===== src/rtl/key_evt_pkg.sv =====
// Shared types and defaults for the key event arbiter.
package key_evt_pkg;

  localparam int NKEYS_DEF = 4;
  localparam int IDW_DEF   = $clog2(NKEYS_DEF);

  typedef struct packed {
    logic [IDW_DEF-1:0] id;
    logic               press;
  } evt_t;

  typedef enum logic {
    EMPTY = 1'b0,
    FULL  = 1'b1
  } out_state_t;

  // Slot 2k is the press of channel k, slot 2k+1 its release.
  function automatic logic slot_is_press(input logic slot_lsb);
    return ~slot_lsb;
  endfunction

endpackage


===== src/rtl/rr_arbiter.sv =====
// Round-robin arbiter: search starts one past the last granted slot and wraps.
module rr_arbiter #(
  parameter int N = 8,
  localparam int IW = $clog2(N)
) (
  input  logic          clk50m,
  input  logic          rst_n,
  input  logic [N-1:0]  req,
  input  logic          adv,
  output logic [N-1:0]  gnt_onehot,
  output logic [IW-1:0] gnt_idx,
  output logic          any
);

  logic [IW-1:0] ptr_q;
  logic [IW-1:0] ptr_d;
  logic [IW-1:0] slot_s;

  // Scan the N slots in priority order starting at ptr_q+1.
  always_comb begin
    gnt_idx = '0;
    any     = 1'b0;
    slot_s  = '0;
    for (int i = 1; i <= N; i++) begin
      slot_s = IW'((int'(ptr_q) + i) % N);
      if (!any && req[slot_s]) begin
        any     = 1'b1;
        gnt_idx = slot_s;
      end else begin
        any     = any;
      end
    end
  end

  // One-hot form of the winner, used by the caller to retire the request.
  always_comb begin
    gnt_onehot = '0;
    if (any) begin
      gnt_onehot[gnt_idx] = 1'b1;
    end else begin
      gnt_onehot = '0;
    end
  end

  // Pointer follows the slot actually granted.
  always_comb begin
    if (adv && any) begin
      ptr_d = gnt_idx;
    end else begin
      ptr_d = ptr_q;
    end
  end

  // Pointer register.
  always_ff @(posedge clk50m or negedge rst_n) begin
    if (!rst_n) begin
      ptr_q <= '0;
    end else begin
      ptr_q <= ptr_d;
    end
  end

endmodule


===== src/rtl/key_event_arbiter.sv =====
// Queues press/release pulses from NKEYS channels onto one valid/ready event port.
// Release events are only tracked when KEY_RELEASE_EN is defined.
module key_event_arbiter
  import key_evt_pkg::*;
#(
  parameter int NKEYS = NKEYS_DEF,
  parameter int IDW   = $clog2(NKEYS)
) (
  input  logic             clk50m,
  input  logic             rst_n,
  input  logic [NKEYS-1:0] key_hi,
  input  logic [NKEYS-1:0] key_lo,
  input  logic             evt_ready,
  output logic             evt_valid,
  output logic [IDW-1:0]   evt_id,
  output logic             evt_press,
  output logic             ovf,
  input  logic             ovf_clr
);

  localparam int NS = 2 * NKEYS;
  localparam int SW = $clog2(NS);

  out_state_t      state_q, state_d;
  logic [NS-1:0]   req_q, req_d;
  logic [IDW-1:0]  evt_id_q, evt_id_d;
  logic            evt_press_q, evt_press_d;
  logic            ovf_q, ovf_d;

  logic [NS-1:0]   set_s;
  logic [NS-1:0]   req_eff_s;
  logic [NS-1:0]   gnt_onehot_s;
  logic [NS-1:0]   gnt_s;
  logic [SW-1:0]   gnt_idx_s;
  logic            any_s;
  logic            adv_s;
  logic            ovf_hit_s;

`ifndef KEY_RELEASE_EN
  logic            unused_key_lo_s;
  assign unused_key_lo_s = ^key_lo;
`endif

  // Map incoming pulses onto request slots.
  always_comb begin
    set_s = '0;
    for (int k = 0; k < NKEYS; k++) begin
      set_s[2*k] = key_hi[k];
`ifdef KEY_RELEASE_EN
      set_s[2*k+1] = key_lo[k];
`endif
    end
  end

  // Pulses arriving this cycle are visible to the arbiter, giving one-cycle latency.
  assign req_eff_s = req_q | set_s;
  assign adv_s     = any_s && ((state_q == EMPTY) || evt_ready);
  assign gnt_s     = adv_s ? gnt_onehot_s : '0;

  rr_arbiter #(
    .N (NS)
  ) u_rr (
    .clk50m     (clk50m),
    .rst_n      (rst_n),
    .req        (req_eff_s),
    .adv        (adv_s),
    .gnt_onehot (gnt_onehot_s),
    .gnt_idx    (gnt_idx_s),
    .any        (any_s)
  );

  // Pending set/clear and overflow detection.
  always_comb begin
    // A pulse on a slot whose new event is itself granted is consumed directly;
    // a pulse on a slot whose older event is granted stays pending.
    req_d     = (req_q & ~gnt_s) | (set_s & ~(gnt_s & ~req_q));
    ovf_hit_s = |(set_s & req_q & ~gnt_s);
    if (ovf_hit_s) begin
      ovf_d = 1'b1;
    end else if (ovf_clr) begin
      ovf_d = 1'b0;
    end else begin
      ovf_d = ovf_q;
    end
  end

  // Output stage next-state: load on every grant, hold otherwise.
  always_comb begin
    state_d     = state_q;
    evt_id_d    = evt_id_q;
    evt_press_d = evt_press_q;
    case (state_q)
      EMPTY: begin
        if (adv_s) begin
          state_d = FULL;
        end else begin
          state_d = EMPTY;
        end
      end
      FULL: begin
        if (evt_ready && !adv_s) begin
          state_d = EMPTY;
        end else begin
          state_d = FULL;
        end
      end
      default: begin
        state_d = EMPTY;
      end
    endcase
    if (adv_s) begin
      evt_id_d    = IDW'(gnt_idx_s >> 1);
      evt_press_d = slot_is_press(gnt_idx_s[0]);
    end else begin
      evt_id_d    = evt_id_q;
    end
  end

  // State, pending requests and registered outputs.
  always_ff @(posedge clk50m or negedge rst_n) begin
    if (!rst_n) begin
      state_q     <= EMPTY;
      req_q       <= '0;
      evt_id_q    <= '0;
      evt_press_q <= 1'b0;
      ovf_q       <= 1'b0;
    end else begin
      state_q     <= state_d;
      req_q       <= req_d;
      evt_id_q    <= evt_id_d;
      evt_press_q <= evt_press_d;
      ovf_q       <= ovf_d;
    end
  end

  assign evt_valid = (state_q == FULL);
  assign evt_id    = evt_id_q;
  assign evt_press = evt_press_q;
  assign ovf       = ovf_q;

endmodule


===== config.mk =====
export PLATFORM = sky130hd
export DESIGN_NAME = key_event_arbiter
export DESIGN_NICKNAME = d
export VERILOG_FILES = /design/src/rtl/key_evt_pkg.sv /design/src/rtl/rr_arbiter.sv /design/src/rtl/key_event_arbiter.sv
export SDC_FILE = /design/constraint.sdc
export NUM_CORES = 1
export LEC_CHECK = 0
export ABC_CLOCK_PERIOD_IN_PS = 6700
export CORE_AREA = 2 2 62 64
export DETAILED_ROUTE_END_ITERATION = 8
export DIE_AREA = 0 0 64 66
export GPL_ROUTABILITY_DRIVEN = 0
export PLACE_DENSITY = 0.76
export SKIP_LAST_GASP = 1
export SYNTH_ARGS = -nofsm -noshare
export SYNTH_HDL_FRONTEND = slang
export SYNTH_SLANG_ARGS = --single-unit

===== constraint.sdc =====
create_clock -name clk50m -period 6.7 [get_ports clk50m]
set_input_delay 0.67 -clock clk50m [delete_from_list [all_inputs] [get_ports clk50m]]
set_output_delay 0.67 -clock clk50m [all_outputs]
set_load 0.01 [all_outputs]

* After elaboration in Yosys (flattened, before gate mapping) *
Cells that the tools add are included.

word-level totals
  output and inout port bits = 5
  bits in registers = 16
  input port bits = 12
  word-level logic and storage cells = 99

cells by class
  bitwise operators = 12
  $add $sub $neg = 8
  reductions and logical operators = 22
  $lt $le $gt $ge = 10
  multiplexer cells = 41

operators with widths
  kind                                                                          number
  3-bit by 4-bit less-than comparator with 1-bit output, second input constant  9
  8-bit AND                                                                     3
  1-bit binary-select mux with 3-bit select                                     8
  3-bit two-way mux                                                             8
  8-bit inverter                                                                3
  1-bit two-way mux                                                             21
  7-bit by 8-bit AND with 8-bit output                                          2
  8-bit two-way mux                                                             2
  3-bit adder, second input constant                                            4
  1-bit logical AND                                                             11
  1-bit zero test                                                               8
  8-bit by 7-bit bitwise OR with 8-bit output                                   1
  8-bit bitwise OR                                                              1
  8-bit OR reduction                                                            1
  3-bit by 1-bit adder with 3-bit output, second input constant                 2
  3-bit by 2-bit adder with 3-bit output, second input constant                 2
  1-bit demux with 3-bit select                                                 1
  3-bit by 1-bit >= comparator with 1-bit output, second input constant         1
  1-bit inverter                                                                2
  1-bit case mux with 2 select lines                                            1
  2-bit nonzero test                                                            1
  1-bit logical OR                                                              1

* Logic depth before layout (Yosys ltp) *
Gate-level depths: netlist (run 1).

  depth in word-level cells = 35
  depth in mapped cells = 14
  depth with buffers taken out = 11

* Hierarchy *
Synthesis (run 1) repeated with hierarchy kept, for this count alone.

unflattened totals
  cells, all modules = 183
  area total of the unflattened synthesis = 1725.4 um^2

by module, submodules not included
  module             cells each  instances  area an instance (um^2)
  rr_arbiter         131         1          1147.4
  key_event_arbiter  52          1          578.1

* Worst setup path before layout (run 1) *
Ideal clock, no wire load.

  path type = register to register
  start = register, netlist name evt_id[0]
  end = register ovf_q (netlist: ovf)
  stages on the path, launching flop included = 13
  data required time = 6.579 ns
  buffers on the path = 1
  arrival time = 3.532 ns
  path slack = 3.047 ns
  library setup time = 0.121 ns
  path through = dfrtp_1 -> buf_4 -> inv_2 -> ha_1 -> xnor2_1 -> mux4_1 -> mux2i_1 -> nor3b_2 -> a221o_1 -> o211ai_4 -> mux2i_1 -> or4b_1 -> a32o_1

RTL lines
  what                    RTL line                  text
  end signal: assignment  key_event_arbiter.sv:132  ovf_q <= ovf_d;
  end: declaration        key_event_arbiter.sv:28   logic ovf_q, ovf_d;

* Worst setup path in the final report (run 1) *
  start = register u_rr.ptr_q[0]
  end = register ovf_q (netlist: ovf)

between the ends
  longest elaborated chain between the ends = 35
  elaborated cells between the ends (all ways) = 67
  those cells by class = add/sub (8); order compare (2); mux (37); bitwise (2); reduce/logical (18)

ends and longest elaborated chain
  what                                                     RTL line                 text
  start: declaration                                       rr_arbiter.sv:15         logic [IW-1:0] ptr_q;
  start signal: assignment                                 rr_arbiter.sv:59         ptr_q <= ptr_d;
  3-bit by 1-bit adder with 3-bit output                   rr_arbiter.sv:25         slot_s = IW'((int'(ptr_q) + i) % N);
  1-bit binary-select mux with 3-bit select                rr_arbiter.sv:26         if (!any && req[slot_s]) begin
  1-bit two-way mux (not written as such)                  rr_arbiter.sv:26
  1-bit two-way mux                                        rr_arbiter.sv:26
  1-bit zero test                                          rr_arbiter.sv:26
  1-bit logical AND                                        rr_arbiter.sv:26
  1-bit two-way mux                                        rr_arbiter.sv:26
  1-bit zero test                                          rr_arbiter.sv:26
  [... 19 more ...]                                        --
  1-bit two-way mux (not written as such)                  rr_arbiter.sv:39         gnt_onehot[gnt_idx] = 1'b1;
  1-bit demux with 3-bit select                            --
  8-bit two-way mux                                        rr_arbiter.sv:38         if (any) begin
  8-bit two-way mux (*)                                    key_event_arbiter.sv:58  assign gnt_s = adv_s ? gnt_onehot_s : '0;
  8-bit inverter (*)                                       key_event_arbiter.sv:77  ovf_hit_s = |(set_s & req_q & ~gnt_s);
  8-bit AND (*)                                            key_event_arbiter.sv:77
  8-bit OR reduction (*)                                   key_event_arbiter.sv:77
  1-bit two-way mux or 2-bit nonzero test (tied branches)  --

Every way passes the cells marked *; elsewhere a longest branch is shown, timed or not. The select of a mux whose other input is x is not followed.
A chain may end at the register's enable or synchronous reset.

==> results of run 1 <==
[metal layers]
metal  global-route usage  part of all wire
met1                0.274              0.43
met2                0.333              0.48
met3               0.0273             0.066
met4                0.103             0.019
met5                    0                 0
[sequential cells by signal, summed over array words and instances, names as in the netlist]
name	count
u_rr.ptr_q	1
evt_press	1
evt_valid	1
ovf	1
evt_id	2
req_q	8
[worst paths after layout]
| check | cells past startpoint | endpoint | start |
|---|---|---|---|
| worst max-delay path | 11 | ovf | u_rr.ptr_q[0] |
| min in group asynchronous | 1 | evt_valid | rst_n |
| worst min register to register | 2 | evt_press | evt_press |
| worst min-delay path | 2 | evt_press | evt_press |
| worst max register to register | 11 | ovf | u_rr.ptr_q[0] |
| max in group asynchronous | 1 | req_q[5] | rst_n |
[stage by stage]
step | setup WS [ns] | instances | util | hold slack [ns]
finish | 2.14 | 244 | 0.511 | 0.498
global route | 1.89 | 244 | 0.511 | 0.530
CTS | 2.16 | 244 | 0.511 | 0.503
detailed placement | 2.17 | 240 | 0.500 | 0.471
global placement | 2.22 | 240 | 0.500 | 0.469
floorplan | 3.05 | 190 | - | 0.374
[cells by family after synthesis]
| logic type | share of synthesized area |
|---|---|
| muxes | 0.201 |
| and+or+nand+nor | 0.250 |
| buffers and inverters | 0.0469 |
| xor gates and xnor gates | 0.0212 |
| DFF | 0.212 |
| AOI/OAI and AO/OA | 0.236 |
| adders and majority gates | 0.0333 |
[tightest hold or removal path: stages (launching register included)]
cell and delay, ns:
dfrtp_1 0.36, nand2_1 0.05, nand2_1 0.06
[synthesized netlist by cell type (4+ instances only)]
master / count / share of area
o22ai_1: 5 / 0.019
nand2_1: 15 / 0.034
mux2_2: 5 / 0.034
mux4_2: 5 / 0.068
a21oi_1: 6 / 0.018
o21ai_0: 9 / 0.027
nor2_1: 13 / 0.029
nor4_1: 4 / 0.015
nand3_1: 9 / 0.027
dfrtp_1: 14 / 0.21
o21a_1: 5 / 0.023
mux2i_1: 7 / 0.042
nand4_1: 4 / 0.015
clkbuf_1: 4 / 0.0091
nor3_1: 5 / 0.015
nand2b_1: 7 / 0.026
[cell type report]
cell class              instances  area, sq um  share of cell area
clock buffers                   4         36.3              0.0200
inverters                       5         18.8              0.0104
multi-input cells             161         1230               0.677
flip-flops and latches         14          350               0.193
well taps                      48         60.1              0.0331
repair buffers                 12          120              0.0663
[cell usage in the layout, fill, tap and decap left out, types with 3 or more instances in the layout]
cell type and count:
a21oi_1 6, a22o_1 3, a31oi_1 3, and2_1 3
and3_1 3, clkbuf_4 3, clkdlybuf4s50_1 12, dfrtp_1 14
maj3_1 3, mux2_2 5, mux2i_1 7, mux4_1 3
mux4_2 5, nand2_1 15, nand2b_1 7, nand3_1 9
nand4_1 4, nor2_1 13, nor3_1 5, nor3b_1 3
nor4_1 4, o211ai_1 3, o21a_1 5, o21ai_0 9
o22ai_1 5, or2_1 3, or2_2 3, or3_1 3
==> results.md, run 1 <==
- CP Launch Type: flip-flop
- Core area: between 0.003 and 0.004 sq mm
- Post-DP HPWL: approximately 3.1 mm
- CP max-delay cell: dfrtp_1
- CP delay by family, top: multiplexers
- Seq/Total Area, Yosys: 0.212
- Outcome: finished, final reports clean
- Total Nets Final: ~210
- Crit end category: flip-flop
- DIE HEIGHT: roughly 66 um
- Largest net degree at the start of global routing: 23
- Post_cts resized: 0
- Final Max Slew Viols: 0
- Peak Freq: 219 MHz
- Crit path max fanout: 22
- Inserted Clock Buffers: 3
- Post-synth EDFFs: 0
- Mean Syn Cell Area: between 8 and 9 sq um
- Drt wl/cell: 17.3 um
- Layout area overhead: 9.52%
- Final wirelength: around 4.2 mm
- First-iteration detailed-routing DRC count: roughly 140
- Crit path kind: reg2reg
- Critical path arrival: about 4.7 ns
- CP dominant cell by count: mux2i_1
- Setup TNS: 0 ns
- Final hold violations: 0
- Global-route usage over all layers: 0.207
- Syn Nets: slightly above 200
- Synthesis-stage register bit count: 14
- Clock Pin Slew Worst Setup and Hold Paths: approximately 0.09 ns
- Fin crit period: 4.56 ns
- Via Count: approximately 1600
- Clock skew: 0.00766 ns
- Max stage delay on crit path: around 0.80 ns
- Initial Util: 0.466
- Unrepaired setup endpoints after global routing: no
- Clk root buf: clkbuf_4
- CTS tree: built
- CTS hold repair buffers: 0
- Die ar.: between 0.004 and 0.005 sq mm
- Setup violations, final: 0
- Clock Latency Late Sink: between 0.2 and 0.3 ns
- Via-per-instance ratio: between 6 and 7
- Final ANT Viol Nets: 0
- Initial DRT Pass Iterations: 5
- Worst slew pin tran: a little under 0.7 ns
- Critical path buffers and inverters: 1
- Mapped cell area: between 0.0015 and 0.002 sq mm
- Share of cells above drive strength 1: 0.112
- Slew HR: 0.536
- Ys async rst share: 1.00
- CP cell instances: inv_2, ha_1, xnor2_1, mux4_1, mux2i_1, nor3b_2, o211ai_1, o211ai_4, mux2i_1, or4b_1, a32o_1
- I/O Pins: 17
- Die Width: between 60 and 70 um
- Vias in the first global route: ~1500
- CTS Sinks: 14
- PortBufs: 12
- Final period util: 0.681
- WP data required: slightly below 7 ns
- First-pass GRT wire length: 6.83 mm
- Ys Warns: 0
- Antenna diodes: 0
- Clk buf depth: 2
- Post-CTS Setup Inserts: 0
- Gr ovfl total: 0
- # H-tree levels: 1
- R2R setup slack: 2.14 ns
- Ys flop type: dfrtp_1
- Number of cell rows: 22
- Residual DRC: 0
- Final instance area: 0.00181 sq mm
- Max cap viols: 0
- Initial antenna violation count: 0
- Synthesized instance count: 190
- Area after DPL: between 0.0015 and 0.002 sq mm
- Hold Crit Class: reg2reg
- Synth cell types: 55
- Layout fillers: between 300 and 400
Power of run 1 is left out: the tool's default activity adds up to more than one toggle a clock period on the data nets, which glitch-free logic cannot reach.
==> run 2, diff against run 1 <==
Settings changed: ABC_CLOCK_PERIOD_IN_PS 6700 to 3900, PLACE_DENSITY 0.76 to 0.78.
Clock period 6.7 ns to 3.9 ns, I/O delays scaled along.
==> run 2 against run 1 <==
Effect of this change: sequential cell count unchanged; largest cell class unchanged; sequential share of layout area decreased by 1.2 points; hold slack lost 0.023 ns.
==> results.md, run 2 (same netlist as run 1, synthesis figures left out) <==
- Outcome: finished, final reports clean
- # H-tree levels: 1 (unchanged)
- Clock Latency Late Sink: 0.30 ns (+0.02 ns)
- Final period util: 0.933
- Share of cells above drive strength 1: 0.179 (+0.0670)
- CP Launch Type: input pin
- Max cap viols: 0 (unchanged)
- Unrepaired setup endpoints after global routing: no
- Drt wl/cell: 17.4 um (+0.61%)
- Antenna diodes: 0 (unchanged)
- R2r endpoint: ovf
- R2R depth: 10 (-1)
- First-iteration detailed-routing DRC count: 167 (+18%)
- Layout area overhead: 16.8%
- Setup violations, final: 0 (unchanged)
- Critical R2R Launch: u_rr.ptr_q[0]
- Crit path max fanout: 7 (-68%)
- Vias in the first global route: 1603 (+10%)
- Setup TNS: 0 ns (unchanged)
- Most frequent cells in the layout: buf_4 (16), nand2_1 (15), dfrtp_1 (14)
- Clock Pin Slew Worst Setup and Hold Paths: 0.09 ns (about the same)
- Largest net degree at the start of global routing: 22 (-4.3%)
- Post-CTS Setup Inserts: 0 (unchanged)
- CTS Sinks: 14 (unchanged)
- Crit path kind: in2reg
- First-pass GRT wire length: 7.58 mm (+11%)
- Core area: 0.00355 sq mm (unchanged)
- CTS tree: built
- Fin crit period: about 3.6 ns
- Number of cell rows: 22 (unchanged)
- Clock skew: 0.00233 ns (-0.00533 ns)
- Global-route usage over all layers: 0.227 (+0.0199)
- Die Width: 64 um (unchanged)
- CTS hold repair buffers: 0 (unchanged)
- Post-DP HPWL: 3.47 mm (+10%)
- R2R setup slack: 0.29 ns (-1.85 ns)
- I/O Pins: 17 (unchanged)
- Final Max Slew Viols: 0 (unchanged)
- Die ar.: 0.00422 sq mm (unchanged)
- Residual DRC: 0 (unchanged)
- PortBufs: 12 (unchanged)
- Commonest non-fill, non-tap cell in the layout: buf_4
- Total Nets Final: 227 (+7.6%)
- Slew HR: 0.578 (+0.0417)
- DIE HEIGHT: 66 um (unchanged)
- Post_cts resized: 0 (unchanged)
- Final hold violations: 0 (unchanged)
- Via Count: 1655 (+2.4%)
- Final wirelength: 4.52 mm (+7.2%)
- Crit end category: flip-flop
- Initial DRT Pass Iterations: 4 (-1)
- Gr ovfl total: 0 (unchanged)
- Peak Freq: roughly 270 MHz
- Via-per-instance ratio: 6.37 (-3.9%)
- Largest Register: req_q
- Inserted Clock Buffers: 3 (unchanged)
- Final ANT Viol Nets: 0 (unchanged)
- Number of flip-flops in the largest register: 8 (unchanged)
- Hold Crit Class: in2async
- Clk root buf: clkbuf_4
- Initial Util: 0.466 (unchanged)
- Critical path arrival: 3.82 ns (-0.92 ns)
- WP data required: 4.08 ns (-2.80 ns)
- Worst slew pin tran: 0.631 ns (-0.0646 ns)
- Initial antenna violation count: 0 (unchanged)
- Clk buf depth: 2 (unchanged)
## run 2: final cells by class
| type | count | area, sq um |
|---|---|---|
| tap | 48 | 60.1 |
| timing repair buffer | 28 | 240 |
| multi-input combinational | 161 | 1230 |
| inverter | 5 | 18.8 |
| clock buffer | 4 | 36.3 |
| fill | 329 | 1620 |
| sequential | 14 | 350 |
## run 2: worst max-delay path by stage
stage                        startpoint       end  slack (ns)  depth (start not counted)
after CTS                 u_rr.ptr_q[0]       ovf        0.29                         11
after detailed placement      key_hi[2]  req_q[2]        0.03                         10
after global placement        key_hi[2]       ovf        0.06                         10
final                         key_hi[2]  req_q[2]        0.26                         10
after global routing      u_rr.ptr_q[0]       ovf        0.07                         11
after floorplan               evt_id[0]       ovf        0.25                         12
## run 2: per-stage QoR
| step | util | cells | worst slack, ns | instance area, sq um | hold WS (ns) |
|---|---|---|---|---|---|
| 6_report | 0.544 | 260 | 0.262 | 1930 | 0.475 |
| 5_1_grt | 0.544 | 260 | 0.0657 | 1930 | 0.510 |
| 4_1_cts | 0.544 | 260 | 0.292 | 1930 | 0.493 |
| 3_5_place_dp | 0.534 | 256 | 0.0325 | 1900 | 0.467 |
| 3_3_place_gp | 0.534 | 256 | 0.0637 | 1900 | 0.464 |
| 2_1_floorplan | - | 190 | 0.247 | 1660 | 0.0944 |
## run 2: worst max-delay path, stage by stage
cell	delay, ns
clkdlybuf4s50_1	0.45
or2_1	0.35
mux4_1	0.65
mux2_2	0.36
a311oi_1	0.26
o31ai_1	0.14
o22ai_1	0.33
nand3_1	0.19
or3_1	0.34
maj3_1	0.37
## run 2: metal layers
metal | share of wire | GRT usage | up-vias
li1 | - | - | 789
met4 | 0.024 | 0.0978 | 0
met1 | 0.43 | 0.279 | 776
met3 | 0.060 | 0.0256 | 13
met2 | 0.49 | 0.402 | 77
met5 | 0 | 0 | -
Power of run 2 is left out for the same reason.
